<file path="src/rtl/if_stage.sv">
// if_stage: instruction fetch with PC, IF/ID register, redirect/stall/trap handling
module if_stage #(
    parameter logic [31:0] RESET_PC   = 32'h80000000,
    parameter logic [31:0] IRQ_VECTOR = 32'h80000004,
    parameter logic [31:0] EXC_VECTOR = 32'h80000008,
    parameter logic [31:0] NOP_INSTR  = 32'h00000000
) (
    input  logic        clk,
    input  logic        reset,
    input  logic        stall,
    input  logic [1:0]  id_jump,
    input  logic        id_branch,
    input  logic        id_branch_cond,
    input  logic [31:0] id_jump_target,
    input  logic [31:0] id_jr_target,
    input  logic        id_exception,
    input  logic        id_interrupt,
    output logic [31:0] imem_addr,
    input  logic [31:0] imem_rdata,
    output logic [31:0] ifid_instr,
    output logic [31:0] ifid_pc,
    output logic        ifid_valid,
    output logic [31:0] fetch_count
);
    logic [31:0] pc;
    logic        trap;
    logic        redirect;
    logic [31:0] redirectPc;

    assign imem_addr = pc;

    // Decode requests only count when decode holds a real instruction
    always_comb begin
        trap       = ifid_valid & (id_exception | id_interrupt);
        redirect   = ifid_valid & ((id_jump == 2'b01) | (id_jump == 2'b10) | (id_branch & id_branch_cond));
        redirectPc = (id_jump == 2'b10) ? id_jr_target : id_jump_target;
    end

    // PC and IF/ID update: reset > trap > stall > redirect > sequential fetch
    always_ff @(posedge clk) begin
        if (reset) begin
            pc          <= RESET_PC;
            ifid_instr  <= NOP_INSTR;
            ifid_pc     <= '0;
            ifid_valid  <= 1'b0;
            fetch_count <= '0;
        end else if (trap) begin
            pc         <= id_exception ? EXC_VECTOR : IRQ_VECTOR;
            ifid_instr <= NOP_INSTR;
            ifid_valid <= 1'b0;
        end else if (!stall) begin
            if (redirect) begin
                pc         <= redirectPc;
                ifid_instr <= NOP_INSTR;
                ifid_valid <= 1'b0;
            end else begin
                pc          <= pc + 32'd4;
                ifid_instr  <= imem_rdata;
                ifid_pc     <= pc;
                ifid_valid  <= 1'b1;
                fetch_count <= fetch_count + 32'd1;
            end
        end
    end
endmodule

</file>
<file path="config.mk">
export PLATFORM = sky130hd
export DESIGN_NAME = if_stage
export DESIGN_NICKNAME = d
export VERILOG_FILES = /design/src/rtl/if_stage.sv
export SDC_FILE = /design/constraint.sdc
export NUM_CORES = 1
export LEC_CHECK = 0
export BUFFER_PORTS_ARGS = -buffer_cell sky130_fd_sc_hd__clkbuf_2
export CORE_MARGIN = 10
export CORE_UTILIZATION = 45
export DETAILED_ROUTE_END_ITERATION = 10
export PLACE_DENSITY = 0.77
export REMOVE_ABC_BUFFERS = 1
export SLEW_MARGIN = 20
export SYNTH_ARGS = -nofsm -noshare
export SYNTH_HDL_FRONTEND = slang
export SYNTH_SLANG_ARGS = --single-unit
</file>
<file path="constraint.sdc">
create_clock -name clk -period 1.7 [get_ports clk]
set_clock_uncertainty 0.05 [all_clocks]
set_input_delay 0 -clock clk [delete_from_list [all_inputs] [get_ports clk]]
set_output_delay 0 -clock clk [all_outputs]
set_load 0.02 [all_outputs]
</file>
# Word-level counts from Yosys, hierarchy flattened
# Index checks and enable logic that the tools add are counted.
[word_totals]
inputBits = 105
register_bits = 129
elab_cells = 28
out_inout_bits = 129
[classes]
bitwise = 9
n_eq_ne = 3
add_sub_neg = 2
reduce_logical = 2
n_mux = 7
[op_table]
columns = ["op", "count"]
rows = [
  ["$mux W32", 5],
  ["$add A32 B1 Y32 const B", 1],
  ["$add A32 B3 Y32 const B", 1],
  ["$mux W4", 1],
  ["$and A1 B1 Y1", 3],
  ["$not A1 Y1", 3],
  ["$or A1 B1 Y1", 3],
  ["$reduce_and A3 Y1", 1],
  ["$eq A2 B1 Y1 const B", 1],
  ["$eq A2 B2 Y1 const B", 1],
  ["$ne A2 B1 Y1 const B", 1],
  ["$reduce_or A2 Y1", 1],
  ["$mux W1", 1],
]

# Longest topological paths before layout
[depth]
word_depth = 7
depth_mapped = 9
ltp_nobuf = 7

# Least setup slack after synthesis
# No wires, ideal clock.
[synth_path]
path_type = "register to register"
start = "reg pc[2], in the netlist imem_addr[2]"
end = "reg pc[26], in the netlist imem_addr[26]"
stages_incl_launch_ff = 7
period_less_slack_ps = 2029
setup_time_ps = 74
setup_slack_ps = -329
n_path_buf = 0
arrival_time_ps = 1904
t_required_ps = 1576
path_cell_list = "dfxtp_1 -> ha_1 -> nand3_1 -> nor3_4 -> nand2_1 -> or4_1 -> a31oi_1"
[synth_between]
elab_chain_len = 4
[synth_rtl]
columns = ["element", "line_no", "rtl"]
rows = [
  ["from (decl)", "25", "logic [31:0] pc;"],
  ["from (signal assigned)", "48", "pc <= id_exception ? EXC_VECTOR : IRQ_VECTOR;"],
  ["from (signal assigned)", "53", "pc <= redirectPc;"],
  ["from (signal assigned)", "57", "pc <= pc + 32'd4;"],
  ["$add A32 B3 Y32", "57", ""],
  ["$mux W32", "52", "if (redirect) begin"],
  ["$mux W32", "51", "end else if (!stall) begin"],
  ["$mux W32", "47", "end else if (trap) begin"],
]
# No other way between the ends. The select of a mux whose other input is x is not followed.
# A chain may end at the register's enable or synchronous reset.

# Final worst setup path
[layout_path]
start = "reg ifid_valid"
end = "reg pc[21], in the netlist imem_addr[21]"
[layout_between]
elab_chain_len = 4
word_cells_on_any_way = 6
cone_classes = "eq/ne (1); mux (3); bitwise (2)"
[layout_rtl]
columns = ["element", "line_no", "rtl"]
rows = [
  ["from (decl)", "22", "output logic ifid_valid,"],
  ["from (signal assigned)", "45", "ifid_valid <= 1'b0;"],
  ["from (signal assigned)", "50", "ifid_valid <= 1'b0;"],
  ["from (signal assigned)", "55", "ifid_valid <= 1'b0;"],
  ["$and A1 B1 Y1", "35", "redirect = ifid_valid & ((id_jump == 2'b01) | (id_jump == 2'b10) | (id_branch & id_branch_cond));"],
  ["$mux W32", "52", ""],
  ["$mux W32", "51", ""],
  ["$mux W32", "47", ""],
]
# Parallel ways exist; a longest one is shown, timed or not. The select of a mux whose other input is x is not followed.

==> metrics.md <==
| Metric | Value |
|---|---|
| Core outline area | 0.0133 mm² |
| Main synth FF type | dfxtp_1 |
| Most common cell in the netlist | nand2_1 |
| Post-synthesis async set-or-reset flop share | 0 |
| Power per cell area | 837 mW/mm² |
| Synth cell count leaders | 136 x nand2_1, 129 x dfxtp_1, 94 x a21oi_1 |
| Power share of the combinational group | 0.172 |
| Post-synth EDFFs | 0 |
| Vias | 7,288 |
| Die width | 137 µm |
| Most common cell on crit path | buf_6 |
| Final worst slack | -63.5 ps |
| Post-route ant nets | 0 |
| Initial antenna violation count | 1 |
| Clk_lat worst skew | 420 ps |
| Dpl ws | -387 ps |
| Worst setup EP type | register |
| Critical Path Start | ifid_valid |
| TritonCTS clock tree | built |
| Top post-synthesis cells by area | dfxtp_1 42%, nand2_1 8.3%, a21oi_1 7.7% |
| Die height | 137 µm |
| Internal Power | 6.05 mW |
| Top cell type's share of synthesized area | 0.421 |
| GRT Resource Usage Total | 0.245 |
| Mapped Cells | 765 |
| Post-detailed-placement half-perimeter wirelength | 16,300 µm |
| Clk sinks | 129 |
| Distinct cell type count after synthesis | 57 |
| Status | finished with violations |
| # fillers | 963 |
| Worst r2r src | ifid_valid |
| Wire per inst | 17.7 µm |
| Failing checks | hold timing, setup timing |
| Sequential element share of the synthesized area | 0.421 |
| Worst Path Buf+Inv | 2 |
| Starting Density | 0.462 |
| #FFs+latches synth | 129 |
| Cell family with most CP delay | compound AO/OA/AOI/OAI gates |
| Hold path start | reset |
| Req. time, crit path | 2010 ps |
| Hold Path Class | in -> reg |
| Slew headroom | 0.716 |
| 1st-iter DRT viols | 564 |
| Clk buf depth | 2 |
| Max stage delay cell, worst path | or4_4 |
| Vias per inst | 5.43 |
| Vias in the first global route | 7,340 |
| Clock group share of total power | 0.437 |
| Area growth syn-to-layout | 59.1% |
| Final Hold Viols | 16 |
| Num rows | 42 |
| TritonRoute pass-1 iters | 5 |
| # setup viols final | 5 |
| Reg clk slew, reported paths | 60 ps |
| Most used routing layer | met2 |
| Grt ovf | 0 |
| CTS Hold Bufs | 57 |
| Met1 GRT Util | 0.265 |
| Die Area | 0.0187 mm² |
| Startpoint types | register |
| Inserted Clock Buffers | 17 |
| Worst EP arrival | 2070 ps |
| RSZ-0062 raised after global routing | yes |
| Core Util, Final | 0.735 |
| CP max stage delay | 490 ps |
| Largest net degree at the start of global routing | 41 |
| Tcrit/Tclk final | 1.04 |
| CP Class | reg -> reg |
| Hold slack final | -109 ps |
| Routing usage on met3 | 0.0836 |
| Max-cap violations | 0 |
| Worst path cell trace | buf_6, a211o_4, buf_6, or4_4, o211a_1, a21oi_2 |
| Final min period | 1760 ps |
| Net Switching | 2.13 mW |
| Post-route setup TNS | -173 ps |
| Syn_area_per_cell | 8.02 µm² |
| Share of cells above drive strength 1 | 0.391 |
| Max FO, Critical Path | 5 |
| IO Port Bufs | 233 |
| Fmax | 567 MHz |
| Pwr Total | 8.18 mW |
| Clock Tree Root | clkbuf_16 |
| Least-Margin Pin Slew | 424 ps |
| Switch share | 0.260 |
| Mapped Area | 0.00614 mm² |
| Reg power frac | 0.391 |
| GPL Wtd Cong | 0.925 |
| Synth area leader | dfxtp_1 |
| Pleak | 4.21 nW |
| # IOs | 234 |
| Met2 Resource Use GR | 0.416 |
| Worst IR Drop VDD | 0.000656 V |
| H-tree depth | 4 |
| Final Net Count | 1,260 |
| Drc violations | 0 |
| Final wirelength | 23,700 µm |
| Final max-slew violation count | 0 |
| First-pass GRT wire length | 36,700 µm |
| Yosys warns | 0 |
[layer usage]
metal | up-vias | routed length (µm)
li1 | 3508 | -
met3 | 76 | 2290
met5 | - | 0
met1 | 3345 | 8840
met2 | 359 | 11700
met4 | 0 | 952
[worst paths after layout]
kind                     endpoint  cells after the start  slack [ps]
setup / recovery    imem_addr[21]                      6         -60
hold / removal    fetch_count[24]                      2        -110
setup reg to reg    imem_addr[21]                      6         -60
hold reg to reg     ifid_instr[0]                      2         400
[flip-flops by register name, indices dropped and copies added (netlist names)]
name and count:
imem_addr 32, fetch_count 32, ifid_instr 32, ifid_pc 32, ifid_valid 1
[power groups by stage]
stage | clock [mW] | combinational [mW] | sequential (mW)
2_1_floorplan | 0 | 0.395 | 3.40
3_3_place_gp | 0 | 1.19 | 3.25
3_5_place_dp | 0 | 1.20 | 3.25
4_1_cts | 3.59 | 1.34 | 3.19
5_1_grt | 3.74 | 1.52 | 3.21
6_report | 3.57 | 1.41 | 3.20
[layout by cell type (no fill, tap or decap), types with 6 or more instances in the layout]
master         Yosys  routed
dfxtp_1          129     116
nand4_1           25      25
clkbuf_16          0      17
buf_6              0      12
a31oi_1           16      16
mux2i_1           19      19
and4_1             8       8
mux2_2            12      12
o21ai_0           28      25
buf_12             0       8
dlygate4sd3_1      0      57
a21oi_1           94      92
nand2_1          136     133
a22oi_1            7       7
clkbuf_8           0       7
clkbuf_2           1     232
inv_1              6       6
xor2_1            22      22
buf_4              0     114
or3_1              7       6
nor2_1            52      50
dfxtp_2            0      11
nand3_1           58      56
and3_1             7       7
[per-stage QoR]
step	instances	area, µm²
2_1_floorplan	710	5910
3_3_place_gp	1240	8330
3_5_place_dp	1240	8330
4_1_cts	1334	9570
5_1_grt	1342	9770
6_report	1342	9770
[layout make-up]
| type | instances | area (µm²) | share of cell area |
|---|---|---|---|
| Tap cell | 176 | 220 | 0.0225 |
| Clock inverter | 4 | 45.0 | 0.00461 |
| Multi-Input combinational cell | 574 | 3450 | 0.353 |
| Antenna cell | 1 | 2.50 | 0.000256 |
| Timing Repair Buffer | 423 | 2880 | 0.295 |
| Clock buffer | 28 | 537 | 0.0550 |
| Inverter | 7 | 26.3 | 0.00269 |
| Sequential cell | 129 | 2600 | 0.267 |
[cell families (layout without fill, tap and decap cells)]
logic type,count (synthesis),after routing,synth area share
AOI/OAI and AO/OA,180,180,0.178
xor gates and xnor gates,27,27,0.0385
adders and majority gates,3,3,0.00612
buffers and inverters,62,462,0.0408
DFF,129,129,0.421
muxes,31,31,0.0530
other,0,1,0
and+or+nand+nor,333,333,0.263
[what timing repair did]
action | CTS | global route
pin swaps | 13 | 24
cloned | 0 | 0
setup buffers | 5 | 7
resized for setup | 14 | 41
endpoints found under the hold margin | 60 | 14
endpoints found under the setup margin | 31 | 69
Note: power is estimated with default switching activity, not from simulation.
